$ cat config.mk
export PLATFORM = sky130hd
export DESIGN_NAME = pong_ball_engine
export DESIGN_NICKNAME = d
export VERILOG_FILES = /design/src/rtl/pong_ball_engine.sv
export SDC_FILE = /design/constraint.sdc
export NUM_CORES = 1
export LEC_CHECK = 0
export ABC_AREA = 1
export ABC_CLOCK_PERIOD_IN_PS = 3000
export BUFFER_PORTS_ARGS = -buffer_cell sky130_fd_sc_hd__buf_2
export CAP_MARGIN = 40
export CORE_MARGIN = 2
export CORE_UTILIZATION = 59
export CTS_BUF_LIST = sky130_fd_sc_hd__clkbuf_4
export CTS_CLUSTER_DIAMETER = 50
export CTS_CLUSTER_SIZE = 28
export DETAILED_ROUTE_END_ITERATION = 8
export GPL_TIMING_DRIVEN = 0
export PLACE_DENSITY_LB_ADDON = 0.12
export REMOVE_ABC_BUFFERS = 1
export SETUP_SLACK_MARGIN = 0.02
export SLEW_MARGIN = 20
export SYNTH_ARGS = -nofsm -noshare
export SYNTH_HDL_FRONTEND = slang
export SYNTH_SLANG_ARGS = --single-unit
$ cat constraint.sdc
create_clock -name clk_25MHZ -period 3 [get_ports clk_25MHZ]
set_clock_uncertainty 0.1 [all_clocks]
set_input_delay 0.3 -clock clk_25MHZ [delete_from_list [all_inputs] [get_ports clk_25MHZ]]
set_output_delay 0.3 -clock clk_25MHZ [all_outputs]
set_load 0.005 [all_outputs]
$ cat src/rtl/pong_ball_engine.sv
`default_nettype none
// ============================================================================
// Module   : pong_ball_engine
// Brief    : Ball physics and rally controller for one side of the pong game.
//            Optional BALL_SPIN_EN adds a signed hit_offset spin input.
// Revision : 1.0 - initial release
// ============================================================================
module pong_ball_engine #(
  parameter int H_RES       = 640,
  parameter int V_RES       = 480,
  parameter int BALL_MARGIN = 20,
  parameter int X_STEP      = 10,
  parameter int GRAV_PERIOD = 4,
  parameter int BASE_PERIOD = 270000,
  parameter int PERIOD_W    = 20,
  parameter int MAX_SCORE   = 15
) (
  input  logic              clk_25MHZ,
  input  logic              reset,
  input  logic              rx_valid,
  output logic              rx_ready,
  input  logic [9:0]        rx_y,
  input  logic signed [7:0] rx_vy,
  input  logic [2:0]        rx_grav_phase,
  input  logic              rx_fast,
  input  logic              hit,
  input  logic [9:0]        hit_speed,
`ifdef BALL_SPIN_EN
  input  logic signed [3:0] hit_offset,
`endif
  input  logic              restart,
  output logic              tx_valid,
  input  logic              tx_ready,
  output logic [9:0]        tx_y,
  output logic signed [7:0] tx_vy,
  output logic [2:0]        tx_grav_phase,
  output logic              tx_fast,
  output logic [9:0]        ball_x,
  output logic [9:0]        ball_y,
  output logic signed [7:0] ball_vy,
  output logic              moving_right,
  output logic [7:0]        score,
  output logic              game_over,
  output logic [2:0]        state_o
);

  typedef enum logic [2:0] {
    S_IDLE     = 3'd0,
    S_INBOUND  = 3'd1,
    S_OUTBOUND = 3'd2,
    S_HANDOFF  = 3'd3,
    S_MISS     = 3'd4,
    S_OVER     = 3'd5
  } state_t;

  localparam logic [9:0]          c_margin    = 10'(BALL_MARGIN);
  localparam logic [9:0]          c_x_step    = 10'(X_STEP);
  localparam logic [9:0]          c_x_turn    = 10'(2 * X_STEP);
  localparam logic [9:0]          c_miss_x    = 10'(H_RES - BALL_MARGIN);
  localparam logic [9:0]          c_y_bottom  = 10'(V_RES - 1);
  localparam logic signed [10:0]  c_y_max     = 11'(V_RES - 1);
  localparam logic [2:0]          c_grav_last = 3'(GRAV_PERIOD - 1);
  localparam logic [3:0]          c_grav_mod  = 4'(GRAV_PERIOD);
  localparam logic [PERIOD_W-1:0] c_base      = PERIOD_W'(BASE_PERIOD);
  localparam logic [7:0]          c_max_score = 8'(MAX_SCORE);

  state_t              r_state;
  logic [9:0]          r_ball_x;
  logic [9:0]          r_ball_y;
  logic signed [7:0]   r_ball_vy;
  logic [PERIOD_W-1:0] r_period;
  logic [PERIOD_W-1:0] r_tick;
  logic [2:0]          r_grav;
  logic [7:0]          r_score;
  logic                r_game_over;
  logic                r_tx_fast;
  logic [2:0]          r_tx_grav_phase;

  logic                w_step_due;
  logic signed [10:0]  w_y_sum;
  logic signed [7:0]   w_vy_grav;
  logic [9:0]          w_y_next;
  logic signed [7:0]   w_vy_next;
  logic [2:0]          w_grav_next;
  logic [2:0]          w_grav_load;
  logic [PERIOD_W-1:0] w_hit_period;
  logic signed [7:0]   w_vy_hit;

  assign w_step_due  = (r_tick >= r_period);
  assign w_grav_load = 3'(({1'b0, rx_grav_phase}) % c_grav_mod);

  // Vertical update: gravity first, then wall clamp negates the result.
  always_comb begin
    w_y_sum     = {1'b0, r_ball_y} + {{3{r_ball_vy[7]}}, r_ball_vy};
    w_vy_grav   = r_ball_vy;
    w_grav_next = r_grav + 3'd1;
    if (r_grav == c_grav_last) begin
      w_grav_next = 3'd0;
      if (r_ball_vy != 8'sd127)
        w_vy_grav = r_ball_vy + 8'sd1;
    end
    w_y_next  = w_y_sum[9:0];
    w_vy_next = w_vy_grav;
    if (w_y_sum >= c_y_max || w_y_sum <= 11'sd0) begin
      w_y_next  = (w_y_sum >= c_y_max) ? c_y_bottom : 10'd0;
      w_vy_next = (w_vy_grav == -8'sd128) ? 8'sd127 : -w_vy_grav;
    end
  end

  // Speed tier from paddle speed, pure shifts of the base period.
  always_comb begin
    w_hit_period = c_base;
    if (hit_speed >= 10'd8)
      w_hit_period = c_base >> 3;
    else if (hit_speed >= 10'd4)
      w_hit_period = c_base >> 2;
    else if (hit_speed >= 10'd2)
      w_hit_period = c_base >> 1;
  end

`ifdef BALL_SPIN_EN
  logic signed [8:0] w_vy_spin;
  always_comb begin
    w_vy_spin = {r_ball_vy[7], r_ball_vy} + {{5{hit_offset[3]}}, hit_offset};
    if (w_vy_spin > 9'sd127)
      w_vy_hit = 8'sd127;
    else if (w_vy_spin < -9'sd127)
      w_vy_hit = -8'sd127;
    else
      w_vy_hit = w_vy_spin[7:0];
  end
`else
  assign w_vy_hit = r_ball_vy;
`endif

  always_ff @(posedge clk_25MHZ or posedge reset) begin
    if (reset) begin
      r_state         <= S_IDLE;
      r_ball_x        <= c_margin;
      r_ball_y        <= 10'd80;
      r_ball_vy       <= -8'sd3;
      r_period        <= c_base;
      r_tick          <= '0;
      r_grav          <= 3'd0;
      r_score         <= 8'd0;
      r_game_over     <= 1'b0;
      r_tx_fast       <= 1'b0;
      r_tx_grav_phase <= 3'd0;
    end else begin
      case (r_state)
        S_IDLE: begin
          if (rx_valid) begin
            r_ball_x  <= c_margin;
            r_ball_y  <= rx_y;
            r_ball_vy <= rx_vy;
            r_grav    <= w_grav_load;
            r_period  <= rx_fast ? (c_base >> 1) : c_base;
            r_tick    <= '0;
            r_state   <= S_INBOUND;
          end
        end
        S_INBOUND: begin
          if (hit) begin
            r_period  <= w_hit_period;
            r_tick    <= '0;
            r_ball_vy <= w_vy_hit;
            r_state   <= S_OUTBOUND;
          end else if (r_ball_x >= c_miss_x) begin
            r_game_over <= 1'b1;
            r_state     <= S_MISS;
          end else if (w_step_due) begin
            r_tick    <= '0;
            r_ball_x  <= r_ball_x + c_x_step;
            r_ball_y  <= w_y_next;
            r_ball_vy <= w_vy_next;
            r_grav    <= w_grav_next;
          end else begin
            r_tick <= r_tick + PERIOD_W'(1);
          end
        end
        S_OUTBOUND: begin
          if (w_step_due) begin
            r_tick    <= '0;
            r_ball_y  <= w_y_next;
            r_ball_vy <= w_vy_next;
            r_grav    <= w_grav_next;
            // Landing short of a full step means the ball has left our half.
            if (r_ball_x < c_x_turn) begin
              r_ball_x        <= 10'd0;
              r_score         <= r_score + 8'd1;
              r_tx_fast       <= (r_period < c_base);
              r_tx_grav_phase <= w_grav_next;
              r_state         <= S_HANDOFF;
            end else begin
              r_ball_x <= r_ball_x - c_x_step;
            end
          end else begin
            r_tick <= r_tick + PERIOD_W'(1);
          end
        end
        S_HANDOFF: begin
          if (tx_ready) begin
            if (r_score == c_max_score) begin
              r_game_over <= 1'b1;
              r_state     <= S_OVER;
            end else begin
              r_period <= c_base;
              r_state  <= S_IDLE;
            end
          end
        end
        S_MISS, S_OVER: begin
          if (restart) begin
            r_score     <= 8'd0;
            r_game_over <= 1'b0;
            r_state     <= S_IDLE;
          end
        end
        default: r_state <= S_IDLE;
      endcase
    end
  end

  assign rx_ready      = (r_state == S_IDLE);
  assign tx_valid      = (r_state == S_HANDOFF);
  assign moving_right  = (r_state == S_INBOUND);
  assign state_o       = r_state;
  assign ball_x        = r_ball_x;
  assign ball_y        = r_ball_y;
  assign ball_vy       = r_ball_vy;
  assign tx_y          = r_ball_y;
  assign tx_vy         = r_ball_vy;
  assign tx_grav_phase = r_tx_grav_phase;
  assign tx_fast       = r_tx_fast;
  assign score         = r_score;
  assign game_over     = r_game_over;

endmodule
`default_nettype wire
### Word-level counts from Yosys, hierarchy flattened

Cells that the tools add are included.
Widths: inputs -> output; s select.

* output and inout bits: 65
* register bits after elaboration: 87
* input port bits: 38
* word-level logic and storage cells: 128

* equality and inequality tests: 23
* order comparisons: 9
* reduce and logical (&&, ||, !) cells: 15
* multiplexer cells: 62
* add/subtract/negate cells: 8

Operators by type and width (count)
* $mux 20: 8
* $pmux 20 s3: 2
* $mux 10: 11
* $mux 8: 11
* $mux 19: 4
* $pmux 10 s3: 2
* $mux 3: 13
* $pmux 8 s3: 1
* $add 20x1->20 const B: 1
* $ge 20x20->1: 1
* $lt 20x19->1 const B: 1
* $reduce_and 6->1: 3
* $ne 2x2->1 const B: 8
* $pmux 8 s2: 1
* $pmux 3 s5: 1
* $add 10x11->11: 1
* $ge 11x10->1 const B: 1
* $le 11x1->1 const B: 1
* $add 10x4->10 const B: 1
* $ge 10x10->1 const B: 1
* $ge 10x2->1 const B: 1
* $ge 10x3->1 const B: 1
* $ge 10x4->1 const B: 1
* $lt 10x5->1 const B: 1
* 26 further kinds: 40

### Depth between registers and ports, before layout

* depth in word-level cells: 10
* depth in mapped cells: 21
* mapped depth without buffers: 20

### Worst setup path before layout

OpenSTA, ideal clock, no wires.

* path type: register to register
* start point: reg r_ball_vy[0], in the netlist ball_vy[0]
* end point: reg r_ball_vy[2], in the netlist ball_vy[2]
* slack: 457 ps
* cell stages (with the launch flop): 20
* library setup time: 75 ps
* period minus slack after synthesis: 2543 ps
* required time: 2825 ps
* arrival time: 2368 ps
* cells stage by stage: dfstp_2 > ha_1 > inv_1 > fa_1 > inv_1 > nand2_1 > nand2_1 > and3_1 > nand2_1 > nor2_1 > nand3_1 > nor2_1 > nand2_1 > nand3_4 > buf_6 > nand2_1 > nand2_1 > nand2_1 > nand2_1 > nand2_1

* longest elaborated chain between the ends: 10
* elaborated cells between the ends (all ways): 16
* classes of those cells: add/sub (3); order compare (2); eq/ne (2); mux (8); reduce/logical (1)

RTL lines
* start: declaration: RTL line 70 `logic signed [7:0] r_ball_vy;`
* start signal: assignment: RTL line 141 `r_ball_vy <= -8'sd3;`
* start signal: assignment: RTL line 155 `r_ball_vy <= rx_vy;`
* start signal: assignment: RTL line 166 `r_ball_vy <= w_vy_hit;`
* $add 8x2->8 / $ne 8x8->1 (equally long branches): RTL line 100, 99
* $mux 8: RTL line 99 `if (r_ball_vy != 8'sd127)`
* $mux 8: RTL line 97 `if (r_grav == c_grav_last) begin`
* $neg 8->8 / $eq 8x8->1 (equally long branches): RTL line 106 `w_vy_next = (w_vy_grav == -8'sd128) ? 8'sd127 : -w_vy_grav;`
* $mux 8: RTL line 106
* $mux 8 *: RTL line 104 `if (w_y_sum >= c_y_max || w_y_sum <= 11'sd0) begin`
* $mux 8 *: RTL line 171, 182
* $mux 8: RTL line 168 `end else if (r_ball_x >= c_miss_x) begin`
* $mux 8: RTL line 163 `if (hit) begin`
* $pmux 8 s3 *: RTL line 150 `case (r_state)`

Every way passes the cells marked *; elsewhere a longest branch is shown, timed or not. The select of a mux whose other input is x is not followed.
A chain may end at the register's enable or synchronous reset.

### Worst setup path in the final report

* start point: reg r_ball_vy[0], in the netlist ball_vy[0]
* end point: reg r_ball_vy[7], in the netlist ball_vy[7]

Same word-level chain as after synthesis.

==> reports/metrics.csv <==
metric,value,unit
pwr dens,1151,nW/um^2
yosys warns,0,
Die W,107.0,um
share of cells above drive strength 1,0.2139,
number of port buffers,99,
Tot GR Track Use,0.2768,
post-synthesis simple-gate area fraction,0.3184,
Antenna Nets Post-Route,0,
Reg2Reg Setup Slack,0.17,ns
Mapped Area,6264,um^2
clock power share,0.073,
Max Cap Violations,0,
CP Cell Sequence,ha_4 -> inv_1 -> fa_2 -> inv_1 -> nand2_1 -> nand2_1 -> nand3_1 -> nand2_2 -> nand2_1 -> nor2_1 -> nand3_1 -> nor2_1 -> nand2_2 -> nand3_2 -> nand2_1 -> nand3_1 -> nand2_1 -> nand2_1,
Max clock buf depth,2,
Die Ht,107.0,um
hold path depth,3,
worst-margin pin slew,0.5047,ns
worst hold path class,input pin to flip-flop,
CTS tree,yes,
Worst Hold Slack,0.02177,ns
worst vdd ir,0.5821,mV
Rel. slew slack,0.6548,
htree depth,3,
status,"complete, no violations",
power share of the combinational group,0.696,
period utilization,0.9442,
"Slew Viols, Final",0,
share of the synthesized area in the top cell type,0.2477,
vias in the first global route,5497,
die area,11460,um^2
Arrival @ worst endpoint,3.12,ns
Lkg Pwr,3.660,nW
Synth Instances,902,
first-pass GRT wire length,25.68,mm
Synth Area in Compound Gates,0.1464,
Seq pwr share,0.231,
Hold Path End,ball_y[5]$_DFFE_PP0P_,
Switching Power,0.004446,W
Reg2Reg Depth,18,
Post-Synth Adder-Cell Area,0.06712,
WS Path Type,flip-flop to flip-flop,
Final Hold Viols,0,
initial DRC count,370,
initial antenna violation count,0,
reg-to-reg startpoint,ball_vy[0]$_DFFE_PP1P_,
WL/cell,13.79,um
CP most frequent cell,nand2_1,
Synth Flop Type,dfrtp_1,
Congestion Overflow GR,0,
clk_lat worst skew,0.44,ns
Inserted Diodes,0,
critical register-to-register path endpoint,ball_vy[7]$_DFFE_PP1P_,
Final Util,0.6815,
register area share after synthesis,0.3190,
sw frac,0.5489,
core area,10320,um^2
largest net degree at the start of global routing,49,
WP data required,3.29,ns
top post-synthesis cells by area,"dfrtp_1, nand2_1, inv_1",
crit path max fanout,6,
final wirelength,15.61,mm
num ports,103,
clk sinks,79,
"Avg Cell Area, Syn",6.944,um^2
main combinational cell family by area after synthesis,simple AND/OR/NAND/NOR gates,
register area,1998,um^2
clk root buf,clkbuf_4,
routability cong.,0.9293,
f_max,353.0,MHz
worst stage delay on the critical path,0.62,ns
ys async rst share,1.000,
min Tclk post-route,2.833,ns
Setup crit end kind,flip-flop,
Worst Hold Launch,rx_y[5],
final setup violating endpoints,0,
total number of vias,6144,
RSZ-0062 raised after global routing,true,
number of synthesized register bits,79,
Detailed Place HPWL,11.22,mm
Initial Util,0.6067,
proportion of synthesized area in mux cells,0,
"Slowest-stage cell, CP",dfstp_2,
Multi-input gate area,3601,um^2
DRC Markers,0,
leading area contributor after synthesis,dfrtp_1,
Vias/cell,5.428,
most common cell in the netlist,nand2_1,
CTS buffer count,9,
Yosys cell types,53,
Pint,0.003654,W
"EDFF count, synth",0,
"Net count, final",1062,
layout filler cell count,938,
Post-synth top cells,"nand2_1, inv_1, nor2_1, dfrtp_1, nand3_1",
area added between synthesis and finish,12.33,%
post-synthesis xor/xnor area fraction,0.02377,
kind of start point of the critical path,flip-flop,
# rows,37,
clk slew on worst S/H paths,0.14,ns
Detailed Routing Iterations Pass 1,7,
-- registers in the layout, summed over array words and instances (netlist names) --
signal,cells
ball_vy,8
ball_x,9
ball_y,10
game_over,1
r_grav,3
r_period,13
r_tick,20
score,8
state_o,3
tx_fast,1
tx_grav_phase,3
-- layer usage --
metal,wire length [um],vias up,GRT usage
li1,-,3104,-
met1,6929,2814,0.3685
met2,7517,202,0.4625
met3,880,24,0.03951
met4,280,0,0.09184
met5,0,-,0
-- area by class of cell --
class | count | area share
clock buffer | 11 | 0.01174
tap | 136 | 0.02419
inverter | 136 | 0.07416
clock inverter | 5 | 0.004802
multi-input combinational | 654 | 0.5118
timing repair buffer | 111 | 0.08928
sequential | 79 | 0.2840
-- metrics by stage --
step	instance area [um^2]	power [W]	cells	setup slack [ns]	TNS, ns
3_3_place_gp	6661	0.006833	1101	-0.9818	-48.21
4_1_cts	6892	0.007683	1123	0.01304	0
2_1_floorplan	5996	0.005511	866	-0.04132	-0.1313
6_report	7036	0.008100	1132	0.1673	0
3_5_place_dp	6726	0.006998	1103	-0.2189	-2.226
5_1_grt	7036	0.008964	1132	-0.02422	-0.02422
-- placed cells by master (no fill, tap or decap), types with 4 or more instances in the layout --
cell	synthesis	final
buf_4	22	7
nand2_2	7	9
o22ai_2	10	10
o211ai_1	5	5
nand2_1	238	235
a21oi_1	28	28
o21ai_1	14	14
dfstp_2	17	17
nand3_1	54	54
inv_1	121	119
o22ai_1	7	7
xor2_1	15	14
or2_2	6	6
nor4_1	5	5
nor3_1	12	12
nor2_2	6	7
o21ai_0	49	49
inv_2	11	10
clkbuf_4	0	11
nand4_1	21	21
dfrtp_1	62	62
buf_2	4	99
nor2_1	95	94
ha_1	32	31
clkinv_1	3	4
-- kinds of logic (layout without fill, tap and decap cells) --
kind of cell	count (synthesis)	count (layout)
XOR/XNOR	17	17
flip-flops	79	79
buffers and inverters	172	263
other	1	1
AO/OA/AOI/OAI	143	143
AND/OR/NAND/NOR	457	460
adder cells (fa/ha/maj)	33	33
-- how the worst max path moves through the flow --
stage / start / to / slack [ns] / depth (start not counted)
2_1_floorplan: r_period[7]$_DFFE_PP1P_ / ball_y[5]$_DFFE_PP0P_ / -0.04 / 13
3_3_place_gp: state_o[2]$_DFFE_PP0P_ / ball_x[5]$_DFFE_PP0P_ / -0.98 / 9
3_5_place_dp: state_o[2]$_DFFE_PP0P_ / ball_x[2]$_DFFE_PP1P_ / -0.22 / 14
4_1_cts: ball_vy[0]$_DFFE_PP1P_ / ball_y[5]$_DFFE_PP0P_ / 0.01 / 18
5_1_grt: ball_vy[0]$_DFFE_PP1P_ / ball_vy[4]$_DFFE_PP1P_ / -0.02 / 19
6_report: ball_vy[0]$_DFFE_PP1P_ / ball_vy[7]$_DFFE_PP1P_ / 0.17 / 18
-- power by group through the flow --
stage                     Clock [W]  Sequential [W]  Combinational (W)
after floorplan                   0         0.00183            0.00368
after global placement            0         0.00188            0.00495
after detailed placement          0         0.00188            0.00511
after CTS                  0.000605         0.00187            0.00521
after global routing       0.000638         0.00193            0.00640
final                      0.000593         0.00187            0.00564
-- worst max-delay path, delay by kind of cell (launching register included) --
kind	cells	cell delay (ns)
buffers and inverters	2	0.16
DFF	1	0.62
adders and majority gates	2	0.51
and+or+nand+nor	14	1.39
-- what timing repair did --
item / CTS / global route
resized for setup: 2 / 14
hold endpoints to repair: 28 / 0
pin swaps: 1 / 6
hold buffers: 2 / 0
endpoints found under the setup margin: 20 / 28
setup buffers: 1 / 6
cloned: 1 / 2
Power figures use the tool's default switching activity.
